File: src/rtl/grf_wb_arbiter_pkg.sv
// Shared types for the GRF write-port arbiter: register/data widths, FSM states, FIFO entry layout.
package grf_arb_pkg;

    localparam int unsigned REG_AW = 5;
    localparam int unsigned DATA_W = 32;

    typedef enum logic [1:0] {
        S_IDLE,
        S_WAIT,
        S_FORCE
    } state_t;

    typedef struct packed {
        logic [REG_AW-1:0] waddr;
        logic [DATA_W-1:0] wdata;
        logic [DATA_W-1:0] pc;
    } entry_t;

endpackage

File: src/rtl/grf_wb_arbiter_if.sv
// Bus bundle around the GRF write-port arbiter: pipeline write, auxiliary producer, read-hazard and GRF sides.
interface grf_wb_arbiter_if;

    logic                                pipe_we_i;
    logic [grf_arb_pkg::REG_AW-1:0]      pipe_waddr_i;
    logic [grf_arb_pkg::DATA_W-1:0]      pipe_wdata_i;
    logic [grf_arb_pkg::DATA_W-1:0]      pipe_pc_i;
    logic                                aux_valid_i;
    logic                                aux_ready_o;
    logic [grf_arb_pkg::REG_AW-1:0]      aux_waddr_i;
    logic [grf_arb_pkg::DATA_W-1:0]      aux_wdata_i;
    logic [grf_arb_pkg::DATA_W-1:0]      aux_pc_i;
    logic [grf_arb_pkg::REG_AW-1:0]      rd_addr1_i;
    logic [grf_arb_pkg::REG_AW-1:0]      rd_addr2_i;
    logic                                rd_pend1_o;
    logic                                rd_pend2_o;
    logic                                pipe_stall_o;
    logic                                grf_we_o;
    logic [grf_arb_pkg::REG_AW-1:0]      grf_waddr_o;
    logic [grf_arb_pkg::DATA_W-1:0]      grf_wdata_o;
    logic [grf_arb_pkg::DATA_W-1:0]      grf_pc_o;

    modport slave (
        input  pipe_we_i, pipe_waddr_i, pipe_wdata_i, pipe_pc_i,
        input  aux_valid_i, aux_waddr_i, aux_wdata_i, aux_pc_i,
        input  rd_addr1_i, rd_addr2_i,
        output aux_ready_o, rd_pend1_o, rd_pend2_o, pipe_stall_o,
        output grf_we_o, grf_waddr_o, grf_wdata_o, grf_pc_o
    );

    modport master (
        output pipe_we_i, pipe_waddr_i, pipe_wdata_i, pipe_pc_i,
        output aux_valid_i, aux_waddr_i, aux_wdata_i, aux_pc_i,
        output rd_addr1_i, rd_addr2_i,
        input  aux_ready_o, rd_pend1_o, rd_pend2_o, pipe_stall_o,
        input  grf_we_o, grf_waddr_o, grf_wdata_o, grf_pc_o
    );

endinterface

File: src/rtl/grf_wb_arbiter_wb_fifo.sv
// Small synchronous FIFO of auxiliary GRF writes; exposes per-slot address/valid for the pending compare.
module wb_fifo
    import grf_arb_pkg::*;
#(
    parameter int unsigned DEPTH = 2,
    localparam int unsigned CW   = $clog2(DEPTH + 1)
) (
    input  logic                         clk,
    input  logic                         reset,
    input  logic                         push,
    input  logic                         pop,
    input  entry_t                       din,
    output entry_t                       head,
    output logic                         full,
    output logic                         empty,
    output logic [CW-1:0]                count,
    output logic [DEPTH-1:0][REG_AW-1:0] addrs,
    output logic [DEPTH-1:0]             valids
);

    localparam int unsigned PW = $clog2(DEPTH);

    entry_t        mem [DEPTH];
    logic [PW-1:0] wr_ptr;
    logic [PW-1:0] rd_ptr;

    // Slot valid bits are tracked directly so reset discards every queued entry at once.
    always_ff @(posedge clk or negedge reset) begin
        if (!reset) begin
            wr_ptr <= '0;
            rd_ptr <= '0;
            count  <= '0;
            valids <= '0;
        end else begin
            if (push) begin
                wr_ptr         <= wr_ptr + PW'(1);
                valids[wr_ptr] <= 1'b1;
            end
            if (pop) begin
                rd_ptr         <= rd_ptr + PW'(1);
                valids[rd_ptr] <= 1'b0;
            end
            count <= count + CW'(push) - CW'(pop);
        end
    end

    always_ff @(posedge clk) begin
        if (push) mem[wr_ptr] <= din;
    end

    always_comb begin
        for (int unsigned i = 0; i < DEPTH; i++) addrs[i] = mem[i].waddr;
    end

    assign head  = mem[rd_ptr];
    assign full  = (count == CW'(DEPTH));
    assign empty = (count == '0);

endmodule

File: src/rtl/grf_wb_arbiter.sv
// GRF write-port arbiter: W-stage writes take priority, queued auxiliary results drain in idle slots or by force.
// Optional macro GRF_WB_ARB_STATS_EN adds force_cnt_o, a saturating count of forced-write cycles.
module grf_wb_arbiter
    import grf_arb_pkg::*;
#(
    parameter int unsigned DEPTH        = 2,
    parameter int unsigned STARVE_LIMIT = 4
) (
    input  logic            clk,
    input  logic            reset,
    grf_wb_arbiter_if.slave bus
`ifdef GRF_WB_ARB_STATS_EN
    ,
    output logic [15:0]     force_cnt_o
`endif
);

    localparam int unsigned CW = $clog2(DEPTH + 1);
    localparam int unsigned AW = $clog2(STARVE_LIMIT + 1);

    state_t                      state_q, state_d;
    logic [AW-1:0]               age_q;
    logic                        pipe_busy, aux_ready, push, pop, stall;
    logic                        full, empty;
    logic [CW-1:0]               count;
    entry_t                      head;
    logic [DEPTH-1:0][REG_AW-1:0] addrs;
    logic [DEPTH-1:0]            valids;
    logic                        grf_we;
    logic [REG_AW-1:0]           grf_waddr;
    logic [DATA_W-1:0]           grf_wdata, grf_pc;
    logic                        pend1, pend2;

    assign pipe_busy = bus.pipe_we_i && (bus.pipe_waddr_i != '0);
    assign aux_ready = reset && !full;
    // Writes to r0 complete the handshake but are never queued.
    assign push      = bus.aux_valid_i && aux_ready && (bus.aux_waddr_i != '0);

    wb_fifo #(.DEPTH(DEPTH)) u_fifo (
        .clk    (clk),
        .reset  (reset),
        .push   (push),
        .pop    (pop),
        .din    ('{waddr: bus.aux_waddr_i, wdata: bus.aux_wdata_i, pc: bus.aux_pc_i}),
        .head   (head),
        .full   (full),
        .empty  (empty),
        .count  (count),
        .addrs  (addrs),
        .valids (valids)
    );

    always_ff @(posedge clk or negedge reset) begin
        if (!reset) state_q <= S_IDLE;
        else        state_q <= state_d;
    end

    always_ff @(posedge clk or negedge reset) begin
        if (!reset) begin
            age_q <= '0;
        end else if (pop || state_q == S_IDLE) begin
            age_q <= '0;
        end else if (state_q == S_WAIT && pipe_busy && age_q != AW'(STARVE_LIMIT)) begin
            age_q <= age_q + AW'(1);
        end
    end

    always_comb begin
        state_d   = state_q;
        pop       = 1'b0;
        stall     = 1'b0;
        grf_we    = bus.pipe_we_i;
        grf_waddr = bus.pipe_waddr_i;
        grf_wdata = bus.pipe_wdata_i;
        grf_pc    = bus.pipe_pc_i;
        case (state_q)
            S_IDLE:  if (push) state_d = S_WAIT;
            S_WAIT: begin
                if (!pipe_busy && !empty) pop = 1'b1;
                else if (pipe_busy && age_q == AW'(STARVE_LIMIT - 1)) state_d = S_FORCE;
            end
            S_FORCE: begin
                pop   = 1'b1;
                stall = 1'b1;
            end
            default: state_d = S_IDLE;
        endcase
        if (pop) begin
            grf_we    = 1'b1;
            grf_waddr = head.waddr;
            grf_wdata = head.wdata;
            grf_pc    = head.pc;
            state_d   = (count == CW'(1) && !push) ? S_IDLE : S_WAIT;
        end
    end

    always_comb begin
        pend1 = 1'b0;
        pend2 = 1'b0;
        for (int unsigned i = 0; i < DEPTH; i++) begin
            if (valids[i] && addrs[i] == bus.rd_addr1_i) pend1 = 1'b1;
            if (valids[i] && addrs[i] == bus.rd_addr2_i) pend2 = 1'b1;
        end
    end

    // Outputs are held at zero for as long as reset is asserted.
    assign bus.aux_ready_o  = aux_ready;
    assign bus.pipe_stall_o = reset && stall;
    assign bus.grf_we_o     = reset && grf_we;
    assign bus.grf_waddr_o  = reset ? grf_waddr : '0;
    assign bus.grf_wdata_o  = reset ? grf_wdata : '0;
    assign bus.grf_pc_o     = reset ? grf_pc    : '0;
    assign bus.rd_pend1_o   = reset && pend1 && (bus.rd_addr1_i != '0);
    assign bus.rd_pend2_o   = reset && pend2 && (bus.rd_addr2_i != '0);

`ifdef GRF_WB_ARB_STATS_EN
    always_ff @(posedge clk or negedge reset) begin
        if (!reset) begin
            force_cnt_o <= '0;
        end else if (state_q == S_FORCE && force_cnt_o != 16'hFFFF) begin
            force_cnt_o <= force_cnt_o + 16'd1;
        end
    end
`endif

endmodule

File: src/flat_wrapper.sv
// flat-port wrapper written by rule: the top's interface ports become plain ports
module grf_wb_arbiter_flat import grf_arb_pkg::*;
#(
    parameter int unsigned DEPTH        = 2,
    parameter int unsigned STARVE_LIMIT = 4
)
  (clk, reset, bus_pipe_we_i, bus_pipe_waddr_i, bus_pipe_wdata_i, bus_pipe_pc_i, bus_aux_valid_i, bus_aux_waddr_i, bus_aux_wdata_i, bus_aux_pc_i, bus_rd_addr1_i, bus_rd_addr2_i, bus_aux_ready_o, bus_rd_pend1_o, bus_rd_pend2_o, bus_pipe_stall_o, bus_grf_we_o, bus_grf_waddr_o, bus_grf_wdata_o, bus_grf_pc_o);
  grf_wb_arbiter_if bus_i ();
  input  logic clk;
  input  logic reset;
  input wire logic [$bits(bus_i.pipe_we_i)-1:0] bus_pipe_we_i;
  input wire logic [$bits(bus_i.pipe_waddr_i)-1:0] bus_pipe_waddr_i;
  input wire logic [$bits(bus_i.pipe_wdata_i)-1:0] bus_pipe_wdata_i;
  input wire logic [$bits(bus_i.pipe_pc_i)-1:0] bus_pipe_pc_i;
  input wire logic [$bits(bus_i.aux_valid_i)-1:0] bus_aux_valid_i;
  input wire logic [$bits(bus_i.aux_waddr_i)-1:0] bus_aux_waddr_i;
  input wire logic [$bits(bus_i.aux_wdata_i)-1:0] bus_aux_wdata_i;
  input wire logic [$bits(bus_i.aux_pc_i)-1:0] bus_aux_pc_i;
  input wire logic [$bits(bus_i.rd_addr1_i)-1:0] bus_rd_addr1_i;
  input wire logic [$bits(bus_i.rd_addr2_i)-1:0] bus_rd_addr2_i;
  output wire logic [$bits(bus_i.aux_ready_o)-1:0] bus_aux_ready_o;
  output wire logic [$bits(bus_i.rd_pend1_o)-1:0] bus_rd_pend1_o;
  output wire logic [$bits(bus_i.rd_pend2_o)-1:0] bus_rd_pend2_o;
  output wire logic [$bits(bus_i.pipe_stall_o)-1:0] bus_pipe_stall_o;
  output wire logic [$bits(bus_i.grf_we_o)-1:0] bus_grf_we_o;
  output wire logic [$bits(bus_i.grf_waddr_o)-1:0] bus_grf_waddr_o;
  output wire logic [$bits(bus_i.grf_wdata_o)-1:0] bus_grf_wdata_o;
  output wire logic [$bits(bus_i.grf_pc_o)-1:0] bus_grf_pc_o;
  assign bus_i.pipe_we_i = bus_pipe_we_i;
  assign bus_i.pipe_waddr_i = bus_pipe_waddr_i;
  assign bus_i.pipe_wdata_i = bus_pipe_wdata_i;
  assign bus_i.pipe_pc_i = bus_pipe_pc_i;
  assign bus_i.aux_valid_i = bus_aux_valid_i;
  assign bus_i.aux_waddr_i = bus_aux_waddr_i;
  assign bus_i.aux_wdata_i = bus_aux_wdata_i;
  assign bus_i.aux_pc_i = bus_aux_pc_i;
  assign bus_i.rd_addr1_i = bus_rd_addr1_i;
  assign bus_i.rd_addr2_i = bus_rd_addr2_i;
  assign bus_aux_ready_o = bus_i.aux_ready_o;
  assign bus_rd_pend1_o = bus_i.rd_pend1_o;
  assign bus_rd_pend2_o = bus_i.rd_pend2_o;
  assign bus_pipe_stall_o = bus_i.pipe_stall_o;
  assign bus_grf_we_o = bus_i.grf_we_o;
  assign bus_grf_waddr_o = bus_i.grf_waddr_o;
  assign bus_grf_wdata_o = bus_i.grf_wdata_o;
  assign bus_grf_pc_o = bus_i.grf_pc_o;
  grf_wb_arbiter #(.DEPTH(DEPTH), .STARVE_LIMIT(STARVE_LIMIT)) u_core (.clk(clk), .reset(reset), .bus(bus_i));
endmodule
File: config.mk
export PLATFORM = sky130hd
export DESIGN_NAME = grf_wb_arbiter_flat
export DESIGN_NICKNAME = d
export VERILOG_FILES = /design/src/rtl/grf_wb_arbiter_pkg.sv /design/src/rtl/grf_wb_arbiter_if.sv /design/src/rtl/grf_wb_arbiter_wb_fifo.sv /design/src/rtl/grf_wb_arbiter.sv /design/src/flat_wrapper.sv
export SDC_FILE = /design/constraint.sdc
export NUM_CORES = 1
export LEC_CHECK = 0
export ABC_AREA = 1
export CORE_MARGIN = 8
export CORE_UTILIZATION = 43
export DETAILED_ROUTE_END_ITERATION = 16
export GPL_TIMING_DRIVEN = 1
export PLACE_DENSITY = 0.76
export SLEW_MARGIN = 20
export SYNTH_ARGS = -nofsm -noshare
export SYNTH_HDL_FRONTEND = slang
export SYNTH_SLANG_ARGS = --single-unit
File: constraint.sdc
create_clock -name clk -period 4.5 [get_ports clk]
set_clock_uncertainty 0.2 [all_clocks]
set_input_delay 0.45 -clock clk [delete_from_list [all_inputs] [get_ports clk]]
set_output_delay 0.45 -clock clk [all_outputs]
set_load 0.005 [all_outputs]
After elaboration in Yosys (flattened, before gate mapping) --
Memories as Yosys holds them, arrays and structs flattened. Cells that the tools add are included.
Word-level totals: latch bits 0, bits in read-only memories 0, bits in writable memories 138, logic and storage cells 97, output and inout port bits 74, memories kept 1, bits of input ports 152, register bits after elaboration 11
Memory list:
- u_core.u_fifo.mem | words 2, width 69, rd ports 3, clocked after memory_dff 0, write ports 1, line grf_wb_arbiter_wb_fifo.sv:23 | entry_t mem [DEPTH];
Cells by class: bitwise operators 3, reduce and logical (&&, ||, !) cells 34, $lt $le $gt $ge 4, divide/modulo/power cells 0, multiply operators 0, muxes and demuxes 30, eq/ne operators 14, add/sub/neg operators 5, shifts and indexed selects 0
Operators with widths (number):
- two-way mux 32 bit | 4
- logical AND 1 bit | 21
- equality test 5 bit | 4
- nonzero test 5 bit | 4
- two-way mux 1 bit | 12
- two-way mux 2 bit | 6
- two-way mux 5 bit | 2
- two-way mux 3 bit | 2
- inequality test 3 x 2 -> 1 bit, second input constant | 2
- one-hot mux 2 bit (3 select lines) | 1
- equality test 2 x 1 -> 1 bit, second input constant | 2
- equality test 2 bit, second input constant | 2
- logical NOT 1 bit | 4
- logical NOT 2 bit | 2
- less-than comparator 1 x 2 -> 1 bit, second input constant | 2
- AND reduction 4 bit | 1
- adder 3 x 1 -> 3 bit, second input constant | 1
- equality test 3 x 2 -> 1 bit, second input constant | 1
- inequality test 3 x 1 -> 1 bit, second input constant | 1
- inequality test 3 bit, second input constant | 1
- adder 1 bit, second input constant | 2
- adder 2 x 1 -> 2 bit | 1
- AND 2 bit | 1
- demux 1 bit (select 1 bit) | 2
- other kinds (8) | 9

Depth between registers and ports, before layout --
depth in word-level cells 9, gate-level depth with buffers 14, gate-level depth less buffers 13

Hierarchy --
A second synthesis with hierarchy kept.
Second synthesis, totals: cell total of the unflattened synthesis 761, area, all modules 7214.4 um2
Modules (own cells, without submodules):
- wb_fifo | seq. area each 4294.1 um2, cells each 406, times used 1, area each 5392.7 um2
- grf_wb_arbiter | seq. area each 125.1 um2, cells each 355, times used 1, area each 1821.7 um2

Worst setup path after synthesis --
No wires, ideal clock.
kind reg2reg, start register u_core.u_fifo.count[1], end memory u_core.u_fifo.mem[1][0] (netlist name) (enable), setup time 500 ps, cell stages (with the launch flop) 6, data required time 3800 ps, buffers on the path 0, period minus slack after synthesis 4411 ps, data arrival time 3712 ps, path slack 89 ps, path through dfrtp_1 -> inv_1 -> o21ai_1 -> nor2_1 -> nand2_1 -> nor2_1
On the way: cells in the longest elaborated chain, start to end 7
RTL lines:
- start, declared | line grf_wb_arbiter_wb_fifo.sv:16 | output logic [CW-1:0] count,
- start signal, assigned | line grf_wb_arbiter_wb_fifo.sv:43 | count <= count + CW'(push) - CW'(pop);
- equality test 2 bit | line grf_wb_arbiter_wb_fifo.sv:56 | assign full = (count == CW'(DEPTH));
- logical NOT 1 bit | line grf_wb_arbiter.sv:35 | assign aux_ready = reset && !full;
- logical AND 1 bit | line grf_wb_arbiter.sv:35
- logical AND 1 bit (2 in series) | line grf_wb_arbiter.sv:37 | assign push = bus.aux_valid_i && aux_ready && (bus.aux_waddr_i != '0);
- two-way mux 1 bit | line grf_wb_arbiter_wb_fifo.sv:48 | if (push) mem[wr_ptr] <= din;
- two-way mux 1 bit (not written as such) | line grf_wb_arbiter_wb_fifo.sv:48
- end, declared | line grf_wb_arbiter_wb_fifo.sv:23
No other way between the ends.

Final worst setup path --
start register u_core.state_q[1], end output bus_grf_waddr_o[4]
On the way: cells in the longest elaborated chain, start to end 4, elaborated cells on any way between the ends 5, those cells by class 2 x eq/ne; 3 x mux
RTL lines:
- start, declared | line grf_wb_arbiter.sv:21 | state_t state_q, state_d;
- start signal, assigned | line grf_wb_arbiter.sv:55 | else state_q <= state_d;
- equality test 2 bit or equality test 2 x 1 -> 1 bit (tied branches) | line grf_wb_arbiter.sv:76 | case (state_q)
- one-hot mux 1 bit (2 select lines) (*) | line grf_wb_arbiter.sv:76
- two-way mux 5 bit (*) | line grf_wb_arbiter.sv:88 | if (pop) begin
- two-way mux 5 bit (*) | line grf_wb_arbiter.sv:110 | assign bus.grf_waddr_o = reset ? grf_waddr : '0;
- end, declared | line flat_wrapper.sv:26 | output wire logic [$bits(bus_i.grf_waddr_o)-1:0] bus_grf_waddr_o;
Every way passes the cells marked *; elsewhere a longest branch is shown, timed or not.

==> run summary <==
grt ovf -> 0
Routed WL per cell -> 16.8 µm
crit path launch type -> flop
# clock sinks -> 149
crit end category -> output port
share of cells above drive strength 1 -> 27.2%
hold buffer count at cts -> 0
# Max-Cap Violations -> 0
clock buffer depth -> 2
antenna-violating nets left -> 0
register area -> 0.00442 mm²
Post-CTS Setup Bufs -> 0
RSZ-0062 raised after global routing -> false
Leakage -> 3.70 nW
post-synthesis sequential area ratio -> 59.3%
Req. time, crit path -> 3.85 ns
Tcrit/Tclk final -> 80.6%
Synth cell types -> 27
row cnt -> 48
worst skew pair latency -> 0.41 ns
Routed WL -> 18100 µm
Slew @ Worst Pin -> 1.04 ns
CTS tree -> done
Slew Viols, Final -> 0
Rel. slew slack -> 30.6%
Critical-path top delay cell -> clkdlybuf4s50_1
Die Area -> 0.0218 mm²
DRC -> 0
Hold Crit Class -> in -> async
outcome -> finished, final reports clean
cell area power density -> 310 mW/mm²
Pwr Total -> 3.25 mW
critical path class -> reg -> out
footprint of the multi-input gates -> 0.00264 mm²
global-route wire length before repair -> 28600 µm
Most Frequent Cell on Critical Path -> nand2_2
HPWL Detailed -> 12700 µm
setup TNS -> 0 ns
CTS resizes -> 0
DR vias -> 5268
Final min period -> 3.63 ns
pin count of the biggest net entering global routing -> 78
Via density -> 4.90
DRT Pass-1 Iters -> 5
crit-path max cell delay -> 0.55 ns
Root Buffer -> clkbuf_16
Die Width -> 148 µm
Synthesized Nets -> 776
Buffers on Ports -> 225
P&R area growth vs syn -> 40.4%
GR Util All Layers -> 16.7%
FF+latch count, synth -> 149
Worst VDD drop -> 0.238 mV
number of buffers created by CTS -> 17
Die Ht -> 148 µm
upper clock frequency limit -> 0.276 GHz
initial antenna violation count -> 2
gpl congestion -> 0.809
final setup fails -> 0
number of global-route vias before repair -> 5350
clock transition at the registers of the reported paths -> 0.06 ns
CP max FO -> 33
YS warnings -> 0
Iteration-0 DRC Markers -> 230
crit-path cells -> inv_1, ha_1, inv_2, a21oi_1, nand2_1, nand2_2, nand2_2, inv_4, buf_12, nand2_2, a21oi_2, clkdlybuf4s50_1
Hold Fails Final Rpt -> 0
Post-Synthesis Cells -> 615
Initial Utilization -> 43.5%
H-tree depth -> 4
Net count, final -> 997
Mean Syn Cell Area -> 12.1 µm²
io pins -> 226
# fillers -> 1399
Post-Syn Area -> 0.00745 mm²
Crit path arrival time -> 2.98 ns
core box area -> 0.0171 mm²
==> per-stage QoR <==
stage,setup WS (ns),util (%),cells,hold slack (ns),cell area (µm²)
floorplan,0.0885,-,615,-0.0456,7450
global placement,0.942,57.6,1042,0.290,9860
detailed placement,0.918,57.6,1042,0.300,9860
CTS,0.838,61.1,1074,0.0952,10500
global route,0.677,61.1,1075,0.107,10500
finish,0.871,61.1,1075,0.111,10500
==> sequential cells by signal, indices dropped and copies added, names as in the netlist <==
| signal | flops |
|---|---|
| u_core.state_q | 2 |
| u_core.u_fifo.valids | 2 |
| u_core.u_fifo.rd_ptr | 1 |
| u_core.u_fifo.wr_ptr | 1 |
| u_core.u_fifo.mem | 138 |
| u_core.age_q | 3 |
| u_core.u_fifo.count | 2 |
==> worst max-delay path: cells and delay by family (launching register included) <==
family	cells	cell delay (ns)
adders and majority gates	1	0.23
buffers and inverters	5	1.24
AOI/OAI and AO/OA	2	0.30
and+or+nand+nor	4	0.34
DFF	1	0.40
==> cell families after synthesis <==
group           after synthesis  share of synthesized area (%)
mux                          64                           9.67
simple gates                216                           13.3
buf+inv                      70                           5.54
xor+xnor                      3                          0.353
compound gates              104                           10.3
fa+ha+maj                     9                           1.51
flops                       149                           59.3
==> report_power, final <==
| group | leakage, nW | switching, mW | total [mW] | internal, mW |
|---|---|---|---|---|
| sequential | 1.39 | 0 | 1.51 | 1.51 |
| clock | 0.285 | 0.560 | 1.44 | 0.882 |
| combinational | 2.03 | 0.0951 | 0.292 | 0.197 |
| total | 3.70 | 0.655 | 3.25 | 2.59 |
==> layout by cell type, fill, tap and decap left out, types with 5 or more instances in the layout <==
| master | instances |
|---|---|
| clkdlybuf4s50_1 | 225 |
| edfxtp_1 | 138 |
| nand2_1 | 109 |
| mux2_2 | 64 |
| nand2_2 | 62 |
| a21oi_2 | 60 |
| inv_1 | 34 |
| nor2_1 | 24 |
| a21oi_1 | 17 |
| clkbuf_16 | 17 |
| nand3_1 | 12 |
| o21ai_0 | 11 |
| dfrtp_1 | 10 |
| o22ai_1 | 9 |
| ha_1 | 9 |
| buf_4 | 5 |
==> area by class of cell <==
type	count	area share, %
clock buffers	19	4.14
inverters	38	1.40
repair buffers	234	22.7
clock inverters	13	1.64
diodes	1	0.0239
well taps	225	2.69
flip-flops and latches	149	42.3
multi-input cells	396	25.2
==> cells in the mapped netlist <==
cell      instances  area (µm²)
a21oi_1          17        85.1
a21oi_2          60         526
a221oi_1          2        17.5
buf_12            7         140
buf_2             8        40.0
buf_4             5        37.5
buf_6             1        11.3
clkbuf_1         11        41.3
dfrtp_1          11         275
edfxtp_1        138        4140
ha_1              9         113
inv_1            34         128
inv_2             4        15.0
mux2_2           64         721
nand2_1         109         409
nand2_2          62         388
nand3_1          12        60.1
nand4_1           1        6.26
nor2_1           26        97.6
nor3_1            4        20.0
o21ai_0          11        55.1
o21ai_1           4        20.0
o22ai_1           9        56.3
o31ai_1           1        7.51
or2_1             2        12.5
xnor2_1           1        8.76
xor2_1            2        17.5
==> path summary, 6_finish.rpt <==
check                                                  startpoint                           endpoint  slack [ns]  cells past startpoint
worst max-delay path                u_core.state_q[1]$_DFFE_PN0P_                 bus_grf_waddr_o[4]        0.87                     12
worst min-delay path                                        reset   u_core.u_fifo.wr_ptr$_DFFE_PN0N_        0.11                      1
worst max register to register      u_core.state_q[1]$_DFFE_PN0P_   u_core.u_fifo.count[1]$_DFF_PN0_        1.75                     14
worst min register to register  u_core.u_fifo.valids[1]$_DFF_PN0_  u_core.u_fifo.valids[1]$_DFF_PN0_        0.31                      2
max in group asynchronous                                   reset      u_core.state_q[0]$_DFFE_PN0P_        3.53                      2
min in group clk                u_core.u_fifo.valids[1]$_DFF_PN0_  u_core.u_fifo.valids[1]$_DFF_PN0_        0.31                      2
==> layer usage <==
layer / part of all wire (%) / track usage [%] / vias up / wire length, µm
li1: - / - / 2600 / -
met3: 8.1 / 6.30 / 12 / 1460
met5: 0.072 / 0 / - / 13
met2: 47 / 27.0 / 192 / 8510
met4: 0.70 / 4.79 / 2 / 126
met1: 44 / 20.5 / 2462 / 7980
No activity file was read; power rests on OpenSTA's default activity.
